==> src/rtl/cga_palette_dac.sv <==
// cga_palette_dac
//   Programmable palette / DAC stage between the CGA pixel pipeline and the
//   analog VGA port. A pixel index is looked up in a CPU-writable palette RAM
//   and the R/G/B DAC codes come out with a fixed two-clock latency. Sync is
//   delayed alongside the pixel path, and the blanking interval forces black.
//   After reset the RAM is filled with the standard 16-colour CGA table (with
//   colour 6 as brown), one entry per clock. Register writes are accepted once
//   that fill has finished.
//
//   Optional feature macro: CGA_PAL_READBACK_EN (palette readback via rd_re).
//
// Ports
//   clk        system clock
//   rst_n      synchronous reset, active low
//   video      pixel index
//   blank_in   1 = blanking interval
//   hsync_in   horizontal sync, aligned with video
//   vsync_in   vertical sync, aligned with video
//   red        red DAC code
//   green      green DAC code (COLOR_BITS+GREEN_EXTRA wide)
//   blue       blue DAC code
//   hsync      hsync_in delayed to match RGB
//   vsync      vsync_in delayed to match RGB
//   idx_we     load write/read index from wr_data[INDEX_BITS-1:0]
//   data_we    write one colour component from wr_data[COLOR_BITS-1:0]
//   wr_data    CPU write data
//   reg_ready  1 = register writes accepted
//   rd_re      read one colour component (readback build only)
//   rd_data    readback data (constant 0 without readback)

module cga_palette_dac #(
  parameter  int COLOR_BITS  = 6,
  parameter  int GREEN_EXTRA = 1,
  parameter  int INDEX_BITS  = 4,
  localparam int WD          = (COLOR_BITS > INDEX_BITS) ? COLOR_BITS : INDEX_BITS,
  localparam int GW          = COLOR_BITS + GREEN_EXTRA
) (
  input  logic                  clk,
  input  logic                  rst_n,
  input  logic [INDEX_BITS-1:0] video,
  input  logic                  blank_in,
  input  logic                  hsync_in,
  input  logic                  vsync_in,
  output logic [COLOR_BITS-1:0] red,
  output logic [GW-1:0]         green,
  output logic [COLOR_BITS-1:0] blue,
  output logic                  hsync,
  output logic                  vsync,
  input  logic                  idx_we,
  input  logic                  data_we,
  input  logic [WD-1:0]         wr_data,
  output logic                  reg_ready,
  input  logic                  rd_re,
  output logic [COLOR_BITS-1:0] rd_data
);

  localparam int DEPTH = 2 ** INDEX_BITS;
  localparam int TW    = 3 * COLOR_BITS;

  typedef enum logic {
    ST_INIT,
    ST_RUN
  } state_e;

  typedef enum logic [1:0] {
    PH_R,
    PH_G,
    PH_B
  } phase_e;

  // Levels are defined on a 6-bit scale; place them MSB-aligned in the DAC
  // code, truncating narrow DACs and zero-filling wide ones.
  function automatic logic [COLOR_BITS-1:0] scaleLevel(input logic [5:0] l);
    logic [COLOR_BITS+5:0] wide;
    wide = {l, {COLOR_BITS{1'b0}}};
    return wide[COLOR_BITS+5 -: COLOR_BITS];
  endfunction

  // Standard CGA colour c as {R,G,B}: bits are I,R,G,B; intensity adds the
  // low level, and colour 6 gets a halved green to make brown.
  function automatic logic [TW-1:0] cgaDefault(input logic [3:0] c);
    logic [5:0] lo;
    logic [5:0] r6;
    logic [5:0] g6;
    logic [5:0] b6;
    lo = c[3] ? 6'h15 : 6'h00;
    r6 = (c[2] ? 6'h2A : 6'h00) + lo;
    g6 = (c[1] ? 6'h2A : 6'h00) + lo;
    b6 = (c[0] ? 6'h2A : 6'h00) + lo;
    if (c == 4'd6) begin
      g6 = 6'h15;
    end
    return {scaleLevel(r6), scaleLevel(g6), scaleLevel(b6)};
  endfunction

  state_e                state_q, state_d;
  logic [INDEX_BITS-1:0] initCnt_q, initCnt_d;
  logic                  regReady_q, regReady_d;

  logic [INDEX_BITS-1:0] wrIndex_q, wrIndex_d;
  phase_e                wrPhase_q, wrPhase_d;
  logic [COLOR_BITS-1:0] rLatch_q, rLatch_d;
  logic [COLOR_BITS-1:0] gLatch_q, gLatch_d;

  logic                  ramWe;
  logic [INDEX_BITS-1:0] ramAddr;
  logic [TW-1:0]         ramWData;
  logic [TW-1:0]         palette [DEPTH];

  logic                  idxAccept;
  logic                  dataAccept;
  logic [3:0]            initColor;

  logic [TW-1:0]         pix1_q;
  logic                  blank1_q;
  logic                  hs1_q;
  logic                  vs1_q;
  logic [COLOR_BITS-1:0] pixR;
  logic [COLOR_BITS-1:0] pixG;
  logic [COLOR_BITS-1:0] pixB;
  logic [GW-1:0]         greenExt;

  logic [COLOR_BITS-1:0] red_q;
  logic [GW-1:0]         green_q;
  logic [COLOR_BITS-1:0] blue_q;
  logic                  hsync_q;
  logic                  vsync_q;

  // reg_ready is only ever set while in RUN, so it doubles as the write gate.
  assign idxAccept  = regReady_q & idx_we;
  assign dataAccept = regReady_q & data_we & ~idx_we;
  assign initColor  = 4'(initCnt_q);

  always_ff @(posedge clk) begin
    if (!rst_n) begin
      state_q    <= ST_INIT;
      initCnt_q  <= '0;
      regReady_q <= 1'b0;
    end else begin
      state_q    <= state_d;
      initCnt_q  <= initCnt_d;
      regReady_q <= regReady_d;
    end
  end

  always_comb begin
    state_d    = state_q;
    initCnt_d  = initCnt_q;
    regReady_d = regReady_q;
    case (state_q)
      ST_INIT: begin
        initCnt_d = initCnt_q + 1'b1;
        if (initCnt_q == '1) begin
          state_d    = ST_RUN;
          regReady_d = 1'b1;
          initCnt_d  = '0;
        end
      end
      ST_RUN: begin
        regReady_d = 1'b1;
      end
      default: begin
        state_d    = ST_INIT;
        regReady_d = 1'b0;
      end
    endcase
  end

  // Components are staged until the blue write so the RAM only ever sees
  // complete triples; the single write port is shared with the init fill.
  always_comb begin
    wrIndex_d = wrIndex_q;
    wrPhase_d = wrPhase_q;
    rLatch_d  = rLatch_q;
    gLatch_d  = gLatch_q;
    ramWe     = (state_q == ST_INIT);
    ramAddr   = initCnt_q;
    ramWData  = cgaDefault(initColor);
    if (idxAccept) begin
      wrIndex_d = wr_data[INDEX_BITS-1:0];
      wrPhase_d = PH_R;
    end else if (dataAccept) begin
      case (wrPhase_q)
        PH_R: begin
          rLatch_d  = wr_data[COLOR_BITS-1:0];
          wrPhase_d = PH_G;
        end
        PH_G: begin
          gLatch_d  = wr_data[COLOR_BITS-1:0];
          wrPhase_d = PH_B;
        end
        PH_B: begin
          ramWe     = 1'b1;
          ramAddr   = wrIndex_q;
          ramWData  = {rLatch_q, gLatch_q, wr_data[COLOR_BITS-1:0]};
          wrIndex_d = wrIndex_q + 1'b1;
          wrPhase_d = PH_R;
        end
        default: begin
          wrPhase_d = PH_R;
        end
      endcase
    end
  end

  always_ff @(posedge clk) begin
    if (!rst_n) begin
      wrIndex_q <= '0;
      wrPhase_q <= PH_R;
      rLatch_q  <= '0;
      gLatch_q  <= '0;
    end else begin
      wrIndex_q <= wrIndex_d;
      wrPhase_q <= wrPhase_d;
      rLatch_q  <= rLatch_d;
      gLatch_q  <= gLatch_d;
    end
  end

  always_ff @(posedge clk) begin
    if (rst_n && ramWe) begin
      palette[ramAddr] <= ramWData;
    end
  end

  // Stage 1: registered RAM read; a same-cycle commit to the entry being
  // read is not visible until the following read.
  always_ff @(posedge clk) begin
    if (!rst_n) begin
      pix1_q   <= '0;
      blank1_q <= 1'b0;
      hs1_q    <= 1'b0;
      vs1_q    <= 1'b0;
    end else begin
      pix1_q   <= palette[video];
      blank1_q <= blank_in;
      hs1_q    <= hsync_in;
      vs1_q    <= vsync_in;
    end
  end

  assign pixR = pix1_q[TW-1 -: COLOR_BITS];
  assign pixG = pix1_q[2*COLOR_BITS-1 -: COLOR_BITS];
  assign pixB = pix1_q[COLOR_BITS-1:0];

  // Extra green LSBs replicate the MSBs so full scale stays all-ones.
  generate
    if (GREEN_EXTRA == 0) begin : gNoExt
      assign greenExt = pixG;
    end else begin : gExt
      assign greenExt = {pixG, pixG[COLOR_BITS-1 -: GREEN_EXTRA]};
    end
  endgenerate

  always_ff @(posedge clk) begin
    if (!rst_n) begin
      red_q   <= '0;
      green_q <= '0;
      blue_q  <= '0;
      hsync_q <= 1'b0;
      vsync_q <= 1'b0;
    end else begin
      red_q   <= blank1_q ? '0 : pixR;
      green_q <= blank1_q ? '0 : greenExt;
      blue_q  <= blank1_q ? '0 : pixB;
      hsync_q <= hs1_q;
      vsync_q <= vs1_q;
    end
  end

  assign red       = red_q;
  assign green     = green_q;
  assign blue      = blue_q;
  assign hsync     = hsync_q;
  assign vsync     = vsync_q;
  assign reg_ready = regReady_q;

`ifdef CGA_PAL_READBACK_EN
  logic [INDEX_BITS-1:0] rdIndex_q, rdIndex_d;
  phase_e                rdPhase_q, rdPhase_d;
  logic [COLOR_BITS-1:0] rdData_q, rdData_d;
  logic [TW-1:0]         rdEntry;

  assign rdEntry = palette[rdIndex_q];

  // The read uses the RAM contents before this cycle's commit; an index load
  // takes priority over a read issued in the same cycle.
  always_comb begin
    rdIndex_d = rdIndex_q;
    rdPhase_d = rdPhase_q;
    rdData_d  = rdData_q;
    if (idxAccept) begin
      rdIndex_d = wr_data[INDEX_BITS-1:0];
      rdPhase_d = PH_R;
    end else if (regReady_q && rd_re) begin
      case (rdPhase_q)
        PH_R: begin
          rdData_d  = rdEntry[TW-1 -: COLOR_BITS];
          rdPhase_d = PH_G;
        end
        PH_G: begin
          rdData_d  = rdEntry[2*COLOR_BITS-1 -: COLOR_BITS];
          rdPhase_d = PH_B;
        end
        PH_B: begin
          rdData_d  = rdEntry[COLOR_BITS-1:0];
          rdPhase_d = PH_R;
          rdIndex_d = rdIndex_q + 1'b1;
        end
        default: begin
          rdPhase_d = PH_R;
        end
      endcase
    end
  end

  always_ff @(posedge clk) begin
    if (!rst_n) begin
      rdIndex_q <= '0;
      rdPhase_q <= PH_R;
      rdData_q  <= '0;
    end else begin
      rdIndex_q <= rdIndex_d;
      rdPhase_q <= rdPhase_d;
      rdData_q  <= rdData_d;
    end
  end

  assign rd_data = rdData_q;
`else
  logic unusedRdRe;
  assign unusedRdRe = rd_re;
  assign rd_data    = '0;
`endif

endmodule

==> config.mk <==
export PLATFORM = sky130hd
export DESIGN_NAME = cga_palette_dac
export DESIGN_NICKNAME = d
export VERILOG_FILES = /design/src/rtl/cga_palette_dac.sv
export SDC_FILE = /design/constraint.sdc
export NUM_CORES = 1
export LEC_CHECK = 0
export BUFFER_PORTS_ARGS = -buffer_cell sky130_fd_sc_hd__buf_4
export CORE_UTILIZATION = 60
export DETAILED_ROUTE_END_ITERATION = 8
export PLACE_DENSITY = 0.77
export RECOVER_POWER = 50
export SKIP_CTS_REPAIR_TIMING = 1
export SLEW_MARGIN = 20
export SYNTH_ARGS = -nofsm -noshare
export SYNTH_HDL_FRONTEND = slang
export SYNTH_SLANG_ARGS = --single-unit
export TNS_END_PERCENT = 100
==> constraint.sdc <==
create_clock -name clk -period 4.35 [get_ports clk]
set_input_delay 0.2175 -clock clk [delete_from_list [all_inputs] [get_ports clk]]
set_output_delay 0.2175 -clock clk [all_outputs]
set_load 0.05 [all_outputs]
==> results of run 1 <==
report_power, final:
group | total, mW | internal [mW] | switching, mW | leakage [nW]
registers | 3.74 | 3.72 | 0.0202 | 3.20
clock network | 2.78 | 1.59 | 1.19 | 0.518
logic | 0.382 | 0.120 | 0.262 | 1.61
sequential cells by signal (all words and copies together), names as in the netlist, 2 cells and up:
register,cells
gLatch_q,6
initCnt_q,4
wrIndex_q,4
palette,288
rLatch_q,6
green,6
blue,6
red,6
pix1_q,18
wrPhase_q,2
final cells by class:
| class | instances | share of cell area |
|---|---|---|
| Sequential cell | 353 | 0.660 |
| Multi-Input combinational cell | 427 | 0.225 |
| Clock buffer | 48 | 0.0655 |
| Tap cell | 280 | 0.0232 |
| Timing Repair Buffer | 52 | 0.0202 |
| Clock inverter | 16 | 0.00506 |
| Inverter | 5 | 0.00125 |
path summary, 6_finish.rpt:
check | startpoint | end | slack [ns]
setup / recovery | video[0] | pix1_q[10] | 0.86
hold / removal | wr_data[5] | gLatch_q[5] | 0.005
setup reg to reg | wrPhase_q[0] | palette[0][11] | 1.08
hold reg to reg | pix1_q[7] | green[2] | 0.43
placed cells by master, fill, tap and decap left out, types with 5 or more instances in the layout:
cell type                     n
sky130_fd_sc_hd__edfxtp_1   288
sky130_fd_sc_hd__mux2i_1    111
sky130_fd_sc_hd__dfxtp_1     65
sky130_fd_sc_hd__nand2_1     54
sky130_fd_sc_hd__a22oi_1     47
sky130_fd_sc_hd__clkbuf_16   37
sky130_fd_sc_hd__clkbuf_1    32
sky130_fd_sc_hd__o21ai_0     21
sky130_fd_sc_hd__buf_4       20
sky130_fd_sc_hd__nand3_1     19
sky130_fd_sc_hd__mux4_2      19
sky130_fd_sc_hd__and2_1      17
sky130_fd_sc_hd__nor2b_1     14
sky130_fd_sc_hd__nor2_2      13
sky130_fd_sc_hd__nand2b_1    10
sky130_fd_sc_hd__and2_0      10
sky130_fd_sc_hd__a21oi_1      9
sky130_fd_sc_hd__clkinv_1     8
sky130_fd_sc_hd__o211ai_1     7
sky130_fd_sc_hd__a21boi_0     7
sky130_fd_sc_hd__a21o_1       6
sky130_fd_sc_hd__mux2_2       6
sky130_fd_sc_hd__o221ai_1     6
sky130_fd_sc_hd__conb_1       6
sky130_fd_sc_hd__inv_1        5
sky130_fd_sc_hd__clkinv_2     5
logic make-up after synthesis:
logic type               count (synthesis)  share of synthesized area
multiplexers                           136                      0.118
flip-flops                             353                      0.731
other                                    1                   0.000276
AND/OR/NAND/NOR                        161                     0.0607
AO/OA/AOI/OAI                          120                     0.0616
buffers and inverters                   55                     0.0246
adder cells (fa/ha/maj)                  3                    0.00276
XOR/XNOR                                 1                   0.000644
tightest hold or removal path, stage by stage:
cell                      delay [ns]
sky130_fd_sc_hd__buf_4          0.09
sky130_fd_sc_hd__mux2i_1        0.06
sky130_fd_sc_hd__nor2b_1        0.10
per-stage QoR:
step / worst slack, ns / hold slack (ns) / std cells / cell area (sq um) / utilization
after CTS: 1.26 / -0.0965 / 1178 / 15100 / 0.687
after floorplan: 1.58 / 0.345 / 835 / 13600 / -
final: 0.858 / 0.00450 / 1181 / 15100 / 0.684
after global routing: 0.568 / 0.0150 / 1181 / 15100 / 0.684
after detailed placement: 1.29 / 0.412 / 1114 / 14100 / 0.639
after global placement: 1.45 / 0.409 / 1114 / 14100 / 0.639
metal layers:
layer / routed length [um] / share of wire
met3: 2100 / 0.078
met1: 11000 / 0.41
met4: 551 / 0.020
met2: 13400 / 0.50
met5: 0 / 0
==> Flow_metrics.wiki, run 1 <==
{| class="wikitable"
! Metric !! Value
|-
| Max Root-Sink Buffers || 3
|-
| Share of final-layout standard cells stronger than drive strength 1 || 0.130
|-
| Cell Area, Synth || 13,600 sq um
|-
| Core box area || 22,000 sq um
|-
| Clock-pin slew reported for the worst setup and hold paths after clock tree synthesis || 0.06 ns
|-
| Synthesis-stage register bit count || 353
|-
| Total number of placement rows || 54
|-
| Result of the run || finished, violations left
|-
| CTS tree || yes
|-
| Sum Neg Setup Slack || 0 ns
|-
| Final worst path period share || 0.803
|-
| Final number of max-transition violations || 77
|-
| CTS Buf Count || 36
|-
| Growth of design area from synthesis to finish || 10.8%
|-
| Overall power consumption || 6.91 mW
|-
| Count of distinct cell types in the synthesized netlist || 45
|-
| Yosys top cell area share || 0.636
|-
| Total grt overflow || 0
|-
| Routed WL per cell || 22.9 um
|-
| Yosys top cell by area || sky130_fd_sc_hd__edfxtp_1
|-
| Longest individual stage delay on the worst path || 1.80 ns
|-
| CP dominant cell by count || sky130_fd_sc_hd__clkbuf_2
|-
| Met2 routing resource usage after global routing || 0.398
|-
| CTS H-tree depth || 2
|-
| Ranking of synthesized cells by instance count || 288 x sky130_fd_sc_hd__edfxtp_1, 111 x sky130_fd_sc_hd__mux2i_1, 65 x sky130_fd_sc_hd__dfxtp_1, 54 x sky130_fd_sc_hd__nand2_1, 47 x sky130_fd_sc_hd__a22oi_1
|-
| Post-synth ARST share || 0
|-
| Post-layout net count || 896
|-
| Total via count in the routed design || 7,329
|-
| Global routing's busiest layer || met2
|-
| Total half-perimeter wirelength after legalization and detailed placement || 15,800 um
|-
| Initial standard-cell utilization of the core || 0.618
|-
| Levels on crit path || 6
|-
| Die outline width || 153 um
|-
| I/O pin total || 46
|-
| Setup skew after layout || 0.0121 ns
|-
| Per-instance average area after synthesis || 16.4 sq um
|-
| Highest net fanout along the worst path || 76
|-
| Post-synth EDFFs || 288
|-
| Most numerous cell in the Yosys netlist || sky130_fd_sc_hd__edfxtp_1
|-
| Critical Path AT || 3.84 ns
|-
| Data required time of the worst path || 4.70 ns
|-
| Number of nets still failing antenna checks after routing || 0
|-
| Number of buffer and inverter stages on the critical path || 2
|-
| Seq/Total Area, Yosys || 0.731
|-
| Type of element capturing the critical path || register
|-
| Global-route wire length before repair || 41,500 um
|-
| Hold path depth || 3
|-
| Setup repair after global routing missed its margin || false
|-
| Number of global-route vias before repair || 7,331
|-
| Final count of negative-setup-slack endpoints || 0
|-
| N_diodes || 0
|-
| Violations in the final reports || design-rule violations, max-capacitance violations, max-slew violations
|-
| Clock network latency to the later pin of the worst-skew pair || 0.50 ns
|-
| Die height || 153 um
|-
| Met1 Track Usage GR || 0.315
|-
| CP max-delay cell || sky130_fd_sc_hd__clkbuf_2
|-
| Total global-route track usage || 0.238
|-
| Residual DRC count || 3
|-
| First-pass DRT Iterations || 9
|-
| CP Launch Type || input pin
|-
| Minimum clock period after layout || 3.49 ns
|-
| Worst-case vdd ir drop || 288 uV
|-
| Dominant cells by area after synthesis || sky130_fd_sc_hd__edfxtp_1 64%, sky130_fd_sc_hd__dfxtp_1 9.6%, sky130_fd_sc_hd__mux2i_1 8.2%
|-
| Post-Syn Instances || 830
|-
| Placer congestion estimate || 0.838
|-
| Maxcap violations || 1
|-
| Multi-input logic area || 3390 sq um
|-
| Hold Fails Final Rpt || 0
|-
| Main flop type after synthesis || sky130_fd_sc_hd__edfxtp_1
|-
| CTS sink cnt || 353
|-
| Die ar. || 23,300 sq um
|-
| Met3 capacity usage during global routing || 0.0512
|-
| Worst relative slew slack || -0.758
|-
| Highest Clock Rate || 286 MHz
|-
| Number of DRC markers in iteration 0 || 728
|-
| Library cell used as clock root buffer || sky130_fd_sc_hd__clkbuf_16
|-
| P per Cell Area || 458 nW/um^2
|-
| Cell type group with the largest total delay on the critical path || buffers and inverters
|-
| Type of the tightest min-delay check || in2reg
|-
| Sequence of cells on the critical path || clkbuf_2 -> clkbuf_2 -> mux2i_1 -> a22oi_1 -> nand3_1 -> o21ai_0
|-
| Actual transition at the worst max-transition pin || 2.64 ns
|-
| Routed vias/inst || 6.21
|-
| Number of buffer cells added on primary ports || 38
|-
| Maximum number of pins on one net before global-route repair || 77
|-
| Number of warnings printed during yosys synthesis || 0
|-
| Initial antenna violation count || 0
|-
| Drt total wl || 27,100 um
|-
| Total of fill cells in the finished design || 1,440
|-
| Leakage || 5.32 nW
|-
| Sequential standard cell area || 9950 sq um
|-
| Type of the worst setup path || in2reg
|-
| Number of cells traversed by the worst register-to-register path || 4
|}
Power figures use the tool's default switching activity.
==> inputs of run 2 (changes only) <==
==> constraint.sdc (replaced) <==
create_clock -name clk -period 3.35 [get_ports clk]
set_input_delay 0.1675 -clock clk [delete_from_list [all_inputs] [get_ports clk]]
set_output_delay 0.1675 -clock clk [all_outputs]
set_load 0.05 [all_outputs]
==> run 2 against run 1 <==
Sequential share of layout area fell by 0.74 points. Sequential power rose by 30%. The flow finishes with violations (design-rule violations, negative hold slack, max-capacitance violations, max-slew violations). Critical endpoint is now palette[12][15]. Register-to-register slack got worse by 0.71 ns. Design area rose by 1.1%. Clock skew fell by 0.0050 ns.
==> Flow_metrics.wiki, run 2 (synthesis results as in run 1) <==
{| class="wikitable"
! Metric !! Value
|-
| Maxcap violations || 1 (unchanged)
|-
| Hold Fails Final Rpt || 2 (+2)
|-
| Overall power consumption || 9.19 mW (+33%)
|-
| Minimum clock period after layout || 2.98 ns
|-
| Final count of negative-setup-slack endpoints || 0 (unchanged)
|-
| Share of final-layout standard cells stronger than drive strength 1 || 0.137 (+0.00676)
|-
| P per Cell Area || 603 nW/um^2 (+32%)
|-
| Initial standard-cell utilization of the core || 0.618 (unchanged)
|-
| Critical Path AT || 3.09 ns (-0.75 ns)
|-
| CTS Buf Count || 36 (unchanged)
|-
| Met2 routing resource usage after global routing || 0.396 (-0.00175)
|-
| Result of the run || finished, violations left
|-
| Violations in the final reports || design-rule violations, negative hold slack, max-capacitance violations, max-slew violations
|-
| Largest register FFs || 288 (unchanged)
|-
| Type of the tightest min-delay check || in2reg
|-
| Highest Clock Rate || 336 MHz
|-
| Clock-pin slew reported for the worst setup and hold paths after clock tree synthesis || 0.06 ns (about the same)
|-
| Number of buffer cells added on primary ports || 38 (unchanged)
|-
| Core box area || 22,000 sq um (unchanged)
|-
| Actual transition at the worst max-transition pin || 2.25 ns (-0.391 ns)
|-
| Die height || 153 um (unchanged)
|-
| Routed vias/inst || 6.23 (+0.35%)
|-
| Setup repair after global routing missed its margin || false
|-
| Final worst path period share || 0.889
|-
| Total via count in the routed design || 7,442 (+1.5%)
|-
| Commonest non-fill, non-tap cell in the layout || sky130_fd_sc_hd__edfxtp_1
|-
| CTS tree || yes
|-
| N_diodes || 0 (unchanged)
|-
| Total grt overflow || 0 (unchanged)
|-
| I/O pin total || 46 (unchanged)
|-
| Min Hold Slack || -0.00756 ns (-0.0121 ns)
|-
| Type of element capturing the critical path || register
|-
| Number of global-route vias before repair || 7,472 (+1.9%)
|-
| Placer congestion estimate || 0.905 (+8.0%)
|-
| Residual DRC count || 3 (unchanged)
|-
| Fin worst setup slack || 0.372 ns (-0.485 ns)
|-
| Global-route wire length before repair || 42,500 um (+2.5%)
|-
| Routed WL per cell || 23.1 um (+0.83%)
|-
| Post-layout util || 0.692 (+0.00778)
|-
| Total global-route track usage || 0.243 (+0.00544)
|-
| Placed instance count || 1,124 (+0.90%)
|-
| Global routing's busiest layer || met2
|-
| Met1 Track Usage GR || 0.328 (+0.0135)
|-
| Maximum number of pins on one net before global-route repair || 65 (-16%)
|-
| Library cell used as clock root buffer || sky130_fd_sc_hd__clkbuf_16
|-
| Largest regs || palette: 288 flops, pix1_q: 18 flops
|-
| Highest net fanout along the worst path || 18 (-76%)
|-
| CP Launch Type || register
|-
| Die ar. || 23,300 sq um (unchanged)
|-
| Setup skew after layout || 0.00712 ns (-0.00497 ns)
|-
| Drt total wl || 27,600 um (+2.0%)
|-
| Sum Neg Setup Slack || 0 ns (unchanged)
|-
| Final Instance Count excl. Fillers || 1,195 (+1.2%)
|-
| Post-layout net count || 910 (+1.6%)
|-
| Data required time of the worst path || 3.47 ns (-1.23 ns)
|-
| CTS sink cnt || 353 (unchanged)
|-
| Die outline width || 153 um (unchanged)
|-
| Number of nets still failing antenna checks after routing || 0 (unchanged)
|-
| Worst-case vdd ir drop || 465 uV (+61%)
|-
| Growth of design area from synthesis to finish || 12.1%
|-
| Most flop-heavy register || palette
|-
| Leakage || 5.42 nW (+1.8%)
|-
| Type of the worst setup path || reg2reg
|-
| Commonest cells after routing, fill and taps aside || 288 x sky130_fd_sc_hd__edfxtp_1, 111 x sky130_fd_sc_hd__mux2i_1, 65 x sky130_fd_sc_hd__dfxtp_1
|-
| First-pass DRT Iterations || 9 (unchanged)
|-
| Setup slack after placement || 0.504 ns (-0.787 ns)
|-
| CTS H-tree depth || 2 (unchanged)
|-
| Total half-perimeter wirelength after legalization and detailed placement || 16,400 um (+3.4%)
|-
| Final number of max-transition violations || 64 (-17%)
|-
| Clock network latency to the later pin of the worst-skew pair || 0.50 ns (about the same)
|-
| Initial antenna violation count || 0 (unchanged)
|-
| Number of DRC markers in iteration 0 || 723 (-0.69%)
|-
| Worst relative slew slack || -0.497 (+0.261)
|-
| Met3 capacity usage during global routing || 0.0555 (+0.00427)
|-
| Total number of placement rows || 54 (unchanged)
|-
| Max Root-Sink Buffers || 3 (unchanged)
|}
## run 2: changes by cell type in the layout (fill, tap and decap cells not counted), moves of 2 or more
cell                            previous run  this run
sky130_fd_sc_hd__buf_4                    20        26
sky130_fd_sc_hd__and2_0                   10        15
sky130_fd_sc_hd__and2_1                   17        12
sky130_fd_sc_hd__clkinv_1                  8         4
sky130_fd_sc_hd__dlygate4sd3_1             3         7
sky130_fd_sc_hd__nor2_1                    4         8
sky130_fd_sc_hd__clkbuf_1                 32        35
sky130_fd_sc_hd__nor2_4                    4         1
sky130_fd_sc_hd__bufinv_16                 0         2
## run 2: cell type report
cell class                      count  area (sq um)
Clock inverter                     14           118
Clock buffer                       50          1030
Sequential cell                   353          9950
Tap cell                          280           350
Timing Repair Buffer               66           420
Fill cell                        1396          6780
Inverter                            5          18.8
Multi-Input combinational cell    427          3360
## run 2: per-layer routing
metal / up-vias / share of wire / routed length [um]
li1: 3302 / - / -
met1: 3718 / 0.41 / 11300
met2: 361 / 0.48 / 13400
met3: 61 / 0.082 / 2270
met4: 0 / 0.025 / 682
met5: - / 0 / 0
## run 2: per-stage QoR
step | hold WS [ns] | cell area (sq um)
floorplan | 0.295 | 13600
global placement | 0.378 | 14200
detailed placement | 0.380 | 14200
CTS | -0.142 | 15300
global route | 0.00733 | 15200
finish | -0.00756 | 15200
## run 2: power by group
group / leakage [nW] / internal, mW / switching [mW]
registers: 3.20 / 4.83 / 0.0278
logic: 1.66 / 0.159 / 0.341
clock network: 0.559 / 2.29 / 1.54
## run 2: final timing paths
check,from,endpoint,slack (ns),cells past startpoint
worst max-delay path,reg_ready,palette[12][15],0.37,4
worst min-delay path,wr_data[3],rLatch_q[3],-0.008,3
worst max register to register,reg_ready,palette[12][15],0.37,4
worst min register to register,pix1_q[14],red[2],0.43,1
## run 2: worst max-delay path: stages, from the launching register on
cell and delay (ns):
sky130_fd_sc_hd__dfxtp_1 0.49, sky130_fd_sc_hd__and2_0 0.43, sky130_fd_sc_hd__nand2_1 0.40, sky130_fd_sc_hd__mux2i_1 0.35, sky130_fd_sc_hd__nor2_2 0.90
